**src/rtl/ysyx_22051013_clint.sv**
```systemverilog
// ---------------------------------------------------------------------------
// ysyx_22051013_clint
//
// Core-local interruptor. It serves every load or store that the data-side
// device selector steers into the CLINT window. It holds msip, mtimecmp and a
// prescaled free-running mtime, and it drives the machine timer and software
// interrupt lines. Every accepted request gets a registered response one
// cycle later.
//
// Ports:
//   clk           in   1   clock; all state changes on the rising edge
//   rst           in   1   synchronous reset, active high
//   clint_ena     in   1   request targets the CLINT window
//   core_re       in   1   load request
//   core_we       in   1   store request (wins when core_re is also high)
//   core_mask     in   8   byte-lane write enables
//   core_addr     in  64   byte address (bits [2:0] are ignored)
//   core_data_i   in  64   store data
//   clint_data_o  out 64   load data; zero whenever clint_valid is low
//   clint_valid   out  1   one-cycle response pulse
//   mtip          out  1   machine timer interrupt pending
//   msip          out  1   machine software interrupt pending
// ---------------------------------------------------------------------------
module ysyx_22051013_clint #(
  parameter logic [63:0] CLINT_BASE = 64'h0000_0000_0200_0000,
  parameter int unsigned MTIME_DIV  = 1
) (
  input  logic        clk,
  input  logic        rst,
  input  logic        clint_ena,
  input  logic        core_re,
  input  logic        core_we,
  input  logic [7:0]  core_mask,
  input  logic [63:0] core_addr,
  input  logic [63:0] core_data_i,
  output logic [63:0] clint_data_o,
  output logic        clint_valid,
  output logic        mtip,
  output logic        msip
);

  localparam logic [63:0] OFF_MSIP     = 64'h0000;
  localparam logic [63:0] OFF_MTIMECMP = 64'h4000;
  localparam logic [63:0] OFF_MTIME    = 64'hBFF8;
  localparam logic [15:0] DIV_LAST     = 16'(MTIME_DIV - 1);

  logic [63:0] r_mtime;
  logic [63:0] r_mtimecmp;
  logic        r_msip;
  logic        r_mtip;
  logic [15:0] r_div_cnt;
  logic        r_valid;
  logic [63:0] r_rdata;

  logic [63:0] w_offset;
  logic [63:0] w_word_off;
  logic        w_accept;
  logic        w_sel_msip;
  logic        w_sel_cmp;
  logic        w_sel_time;
  logic        w_tick;
  logic [63:0] w_rdata;

  // Per-byte merge of store data into an existing register value.
  function automatic logic [63:0] f_merge(input logic [63:0] old_val,
                                          input logic [63:0] new_val,
                                          input logic [7:0]  mask);
    logic [63:0] res;
    for (int i = 0; i < 8; i++) begin
      res[8*i +: 8] = mask[i] ? new_val[8*i +: 8] : old_val[8*i +: 8];
    end
    return res;
  endfunction

  // Decode on 8-byte words: the low three address bits are masked off.
  assign w_offset   = core_addr - CLINT_BASE;
  assign w_word_off = w_offset & ~64'h7;
  assign w_sel_msip = (w_word_off == OFF_MSIP);
  assign w_sel_cmp  = (w_word_off == OFF_MTIMECMP);
  assign w_sel_time = (w_word_off == OFF_MTIME);

  assign w_accept = clint_ena & (core_re | core_we);
  assign w_tick   = (r_div_cnt == DIV_LAST);

  // Read mux sees the pre-edge register values, so a load never observes the
  // increment that happens on its own accept edge.
  // NOTE: give every always_comb output a default before any branch so that
  // no path leaves it unassigned and no latch is inferred.
  always_comb begin
    w_rdata = '0;
    if (w_sel_msip)      w_rdata = {63'd0, r_msip};
    else if (w_sel_cmp)  w_rdata = r_mtimecmp;
    else if (w_sel_time) w_rdata = r_mtime;
  end

  // NOTE: sequential state uses non-blocking assignments only, so every
  // right-hand side reads the value from before the clock edge.
  always_ff @(posedge clk) begin
    if (rst) begin
      r_mtime    <= '0;
      r_mtimecmp <= '1;
      r_msip     <= 1'b0;
      r_mtip     <= 1'b0;
      r_div_cnt  <= '0;
      r_valid    <= 1'b0;
      r_rdata    <= '0;
    end else begin
      r_mtip  <= (r_mtime >= r_mtimecmp);
      r_valid <= w_accept;
      // A combined read+write is a store and returns zero data.
      r_rdata <= (w_accept && !core_we) ? w_rdata : '0;

      // An mtime store replaces the increment for that cycle and restarts the
      // prescaler phase.
      if (w_accept && core_we && w_sel_time) begin
        r_mtime   <= f_merge(r_mtime, core_data_i, core_mask);
        r_div_cnt <= '0;
      end else if (w_tick) begin
        r_mtime   <= r_mtime + 64'd1;
        r_div_cnt <= '0;
      end else begin
        r_div_cnt <= r_div_cnt + 16'd1;
      end

      if (w_accept && core_we && w_sel_cmp) begin
        r_mtimecmp <= f_merge(r_mtimecmp, core_data_i, core_mask);
      end

      if (w_accept && core_we && w_sel_msip && core_mask[0]) begin
        r_msip <= core_data_i[0];
      end
    end
  end

  assign clint_data_o = r_rdata;
  assign clint_valid  = r_valid;
  assign mtip         = r_mtip;
  assign msip         = r_msip;

endmodule

```
**config.mk**
```make
export PLATFORM = sky130hd
export DESIGN_NAME = ysyx_22051013_clint
export DESIGN_NICKNAME = d
export VERILOG_FILES = /design/src/rtl/ysyx_22051013_clint.sv
export SDC_FILE = /design/constraint.sdc
export NUM_CORES = 1
export LEC_CHECK = 0
export ABC_AREA = 1
export CAP_MARGIN = 20
export CORE_ASPECT_RATIO = 1.2
export CORE_MARGIN = 3
export CORE_UTILIZATION = 45
export CTS_BUF_LIST = sky130_fd_sc_hd__clkbuf_8
export CTS_CLUSTER_DIAMETER = 120
export DETAILED_ROUTE_END_ITERATION = 16
export GPL_TIMING_DRIVEN = 1
export PLACE_DENSITY_LB_ADDON = 0.05
export SLEW_MARGIN = 20
export SYNTH_ARGS = -nofsm -noshare
export SYNTH_HDL_FRONTEND = slang
export SYNTH_SLANG_ARGS = --single-unit
```
**constraint.sdc**
```tcl
create_clock -name clk -period 2.9 [get_ports clk]
set_clock_uncertainty 0.15 [all_clocks]
set_input_delay 0.58 -clock clk [delete_from_list [all_inputs] [get_ports clk]]
set_output_delay 0.58 -clock clk [all_outputs]
set_load 0.02 [all_outputs]
```
==> results.toml <==
[sta]
period_share_pct = 94.96
period_minus_slack_ns = 2.754
slew_headroom_pct = 66.60
finalHoldViolCount = 0
finalSetupViolations = 0
max_freq_mhz = 363.1
drv_slew = 0
worst_pin_slew_ns = 0.4972
whs_ns = 0.3135
fin_ws_ns = 0.1462

[logic_synthesis]
yosys.area_share.simple_pct = 43.90
synth-edff-count = 0
synth-adder-area-share_pct = 5.659
ys.flop_type = "dfxtp_1"
syn_nets = 2612
seq_area_frac_synth_pct = 28.51
synth_compound_area_share_pct = 5.236
syn_area_mm2 = 0.01481
async_flop_share_pct = 0
synth.avg_cell_area_um2 = 6.162
yosysUniqueCellTypes = 42
yosys_warnings = 0
synth_seq_cells = 211
synth_mux_area_share_pct = 0
yosys.area_share.xor_xnor_pct = 3.961
syn_inst = 2404
synth_top_family_by_area = "simple AND/OR/NAND/NOR gates"

[placed_design]
io_buffers = 204
dp_slack_ns = -0.8950
globalplace.congestion = 1.033
hpwlAfterDp_um = 40480

[run]
cap_violations = 0

[critical_path]
arrival_ns = 3.06
setup.worst_path.end_class = "register"
regToRegSetupSlack_ns = 0.17
worstSetupPathType = "in2reg"
cp.required_ns = 3.21
crit_fanout = 5
worst_setup_path_start_kind = "input port"

[floorplan]
die_h_um = 204.8
io_pins = 208
rows = 72
dieArea_mm2 = 0.03514
start_util_pct = 45.81
core_area_mm2 = 0.03234
die_w_um = 171.6

[drt]
vias = 17160
drcViolationCount = 0
routed_wl_um = 53360
drt_iter0_markers = 1220
viasPerCell = 5.384
final_antenna_net_count = 0
first_pass_iters = 5
wl_per_cell_um = 16.74

[clock_tree]
path_clk_slew_ns = 0.05
h-tree-depth = 2
cts_buffers = 38
clock_latency_ns = 0.57
clock-root-buffer = "clkbuf_8"
clkSinkCount = 211
clock_path_buffers = 3
cts_tree = "yes"

[final_layout]
diodes = 0
layout_commonest_cell = "nand2_1"
multi_input_area_mm2 = 0.009091
drive_above_1_share_pct = 14.60
area_delta_synth_final_pct = 36.60
utilization_pct = 62.57
regArea_mm2 = 0.004224
final_cell_mix = "532 x nand2_1, 372 x inv_1, 359 x nand3_1"
fillCellCount = 3070
nNetsFinal = 2959

[power]
power_w = 0.006541
power.leakage_nw = 9.766
p_per_area_mw_per_mm2 = 323.2
ir_drop_mv = 0.2901

[global_route]
track_usage_pct = 29.36
overflow = 0
antenna_found_initial = 2
grt_max_degree = 75
grt_pass1_vias = 16500
grt_pass1_wl_um = 83380

[worst_hold_path]
holdCritPathClass = "reg2reg"

[run_status]
status = "finished, final reports clean"
-- sequential cells by signal, indices dropped and copies added, names as in the netlist --
| register | flops |
|---|---|
| r_mtime | 64 |
| msip | 1 |
| clint_valid | 1 |
| mtip | 1 |
| r_mtimecmp | 64 |
| r_div_cnt | 16 |
| clint_data_o | 64 |
-- path summary, 6_finish.rpt --
path                               startpoint               to  cells after the start
worst max-delay path            core_addr[33]  clint_data_o[8]                     15
worst min-delay path             r_div_cnt[0]     r_div_cnt[0]                      1
worst max register to register     r_mtime[1]      r_mtime[54]                     15
worst min register to register   r_div_cnt[0]     r_div_cnt[0]                      1
-- kinds of logic (layout without fill, tap and decap cells) --
group / count (synthesis) / in the layout
compound gates: 141 / 141
xor+xnor: 67 / 67
fa+ha+maj: 67 / 67
buf+inv: 472 / 848
flops: 211 / 211
simple gates: 1446 / 1446
-- stage by stage --
| step | cell area, µm² | TNS, ns | instances |
|---|---|---|---|
| floorplan | 14810 | 0 | 2404 |
| global placement | 18630 | -143.52 | 3093 |
| detailed placement | 18630 | -152.59 | 3093 |
| CTS | 19810 | -0.04870 | 3174 |
| global route | 20240 | -0.1505 | 3187 |
| finish | 20240 | 0 | 3187 |
-- routing by layer --
metal	global-route usage [%]	vias up	wire [µm]
li1	-	8462	-
met1	35.51	7887	21630
met2	51.04	626	25900
met3	4.864	181	3316
met4	12.77	4	2484
met5	0	-	27
-- repair_timing --
item,CTS,global route
endpoints found under the hold margin,0,0
buffers inserted,8,11
cloned,4,2
gates resized for setup,46,108
pin swaps,16,44
endpoints found under the setup margin,173,203
hold buffers,0,0
-- synthesized netlist by cell type (2+ instances only) --
| cell | instances | area, µm² |
|---|---|---|
| nand2_1 | 552 | 2072 |
| nand3_1 | 367 | 1837 |
| inv_1 | 360 | 1351 |
| nor2_1 | 292 | 1096 |
| dfxtp_1 | 211 | 4224 |
| nand4_1 | 105 | 656.9 |
| a21oi_1 | 103 | 515.5 |
| ha_1 | 67 | 838.3 |
| xor2_1 | 67 | 586.8 |
| nor3_1 | 56 | 280.3 |
| clkbuf_1 | 48 | 180.2 |
| buf_2 | 46 | 230.2 |
| nor4_1 | 14 | 87.58 |
| nand2_2 | 12 | 75.07 |
| o211ai_1 | 12 | 90.09 |
| nor2_2 | 11 | 68.82 |
| nand3b_1 | 9 | 67.56 |
| nand4_2 | 8 | 100.1 |
| o21ai_0 | 8 | 40.04 |
| buf_6 | 6 | 67.56 |
| and3_1 | 5 | 31.28 |
| inv_2 | 5 | 18.77 |
| nor3b_1 | 5 | 37.54 |
| a211oi_1 | 4 | 30.03 |
| o21ai_1 | 4 | 20.02 |
| buf_4 | 3 | 22.52 |
| nor2_4 | 3 | 33.78 |
| o21a_1 | 3 | 22.52 |
| buf_1 | 2 | 7.510 |
| clkinv_1 | 2 | 7.510 |
| nand3_2 | 2 | 20.02 |
| o221ai_1 | 2 | 17.52 |
-- where the power goes --
| part | total (W) | internal, W | switching, W |
|---|---|---|---|
| clock | 0.00305 | 0.00172 | 0.00133 |
| sequential | 0.00291 | 0.00290 | 0.00000468 |
| combinational | 0.000583 | 0.000285 | 0.000297 |
| total | 0.00654 | 0.00491 | 0.00163 |
-- critical path, cell delays in order --
cell	delay (ns)
dlygate4sd2_1	0.28
nor2_2	0.16
nand2_1	0.11
nor2_4	0.16
nand4_1	0.21
buf_4	0.21
a21oi_1	0.13
nand2_1	0.08
nor3b_2	0.15
nand3_1	0.13
nor2_4	0.27
clkbuf_16	0.23
buf_12	0.11
nand3_1	0.08
a21oi_2	0.17
-- area by class of cell --
type	instances	share of cell area (%)
tap	407	2.516
sequential	211	20.87
multi-input combinational	1721	44.92
inverter	367	6.813
clock buffer	46	3.128
timing repair buffer	412	20.79
clock inverter	23	0.9521
No activity file was read; power rests on OpenSTA's default activity.
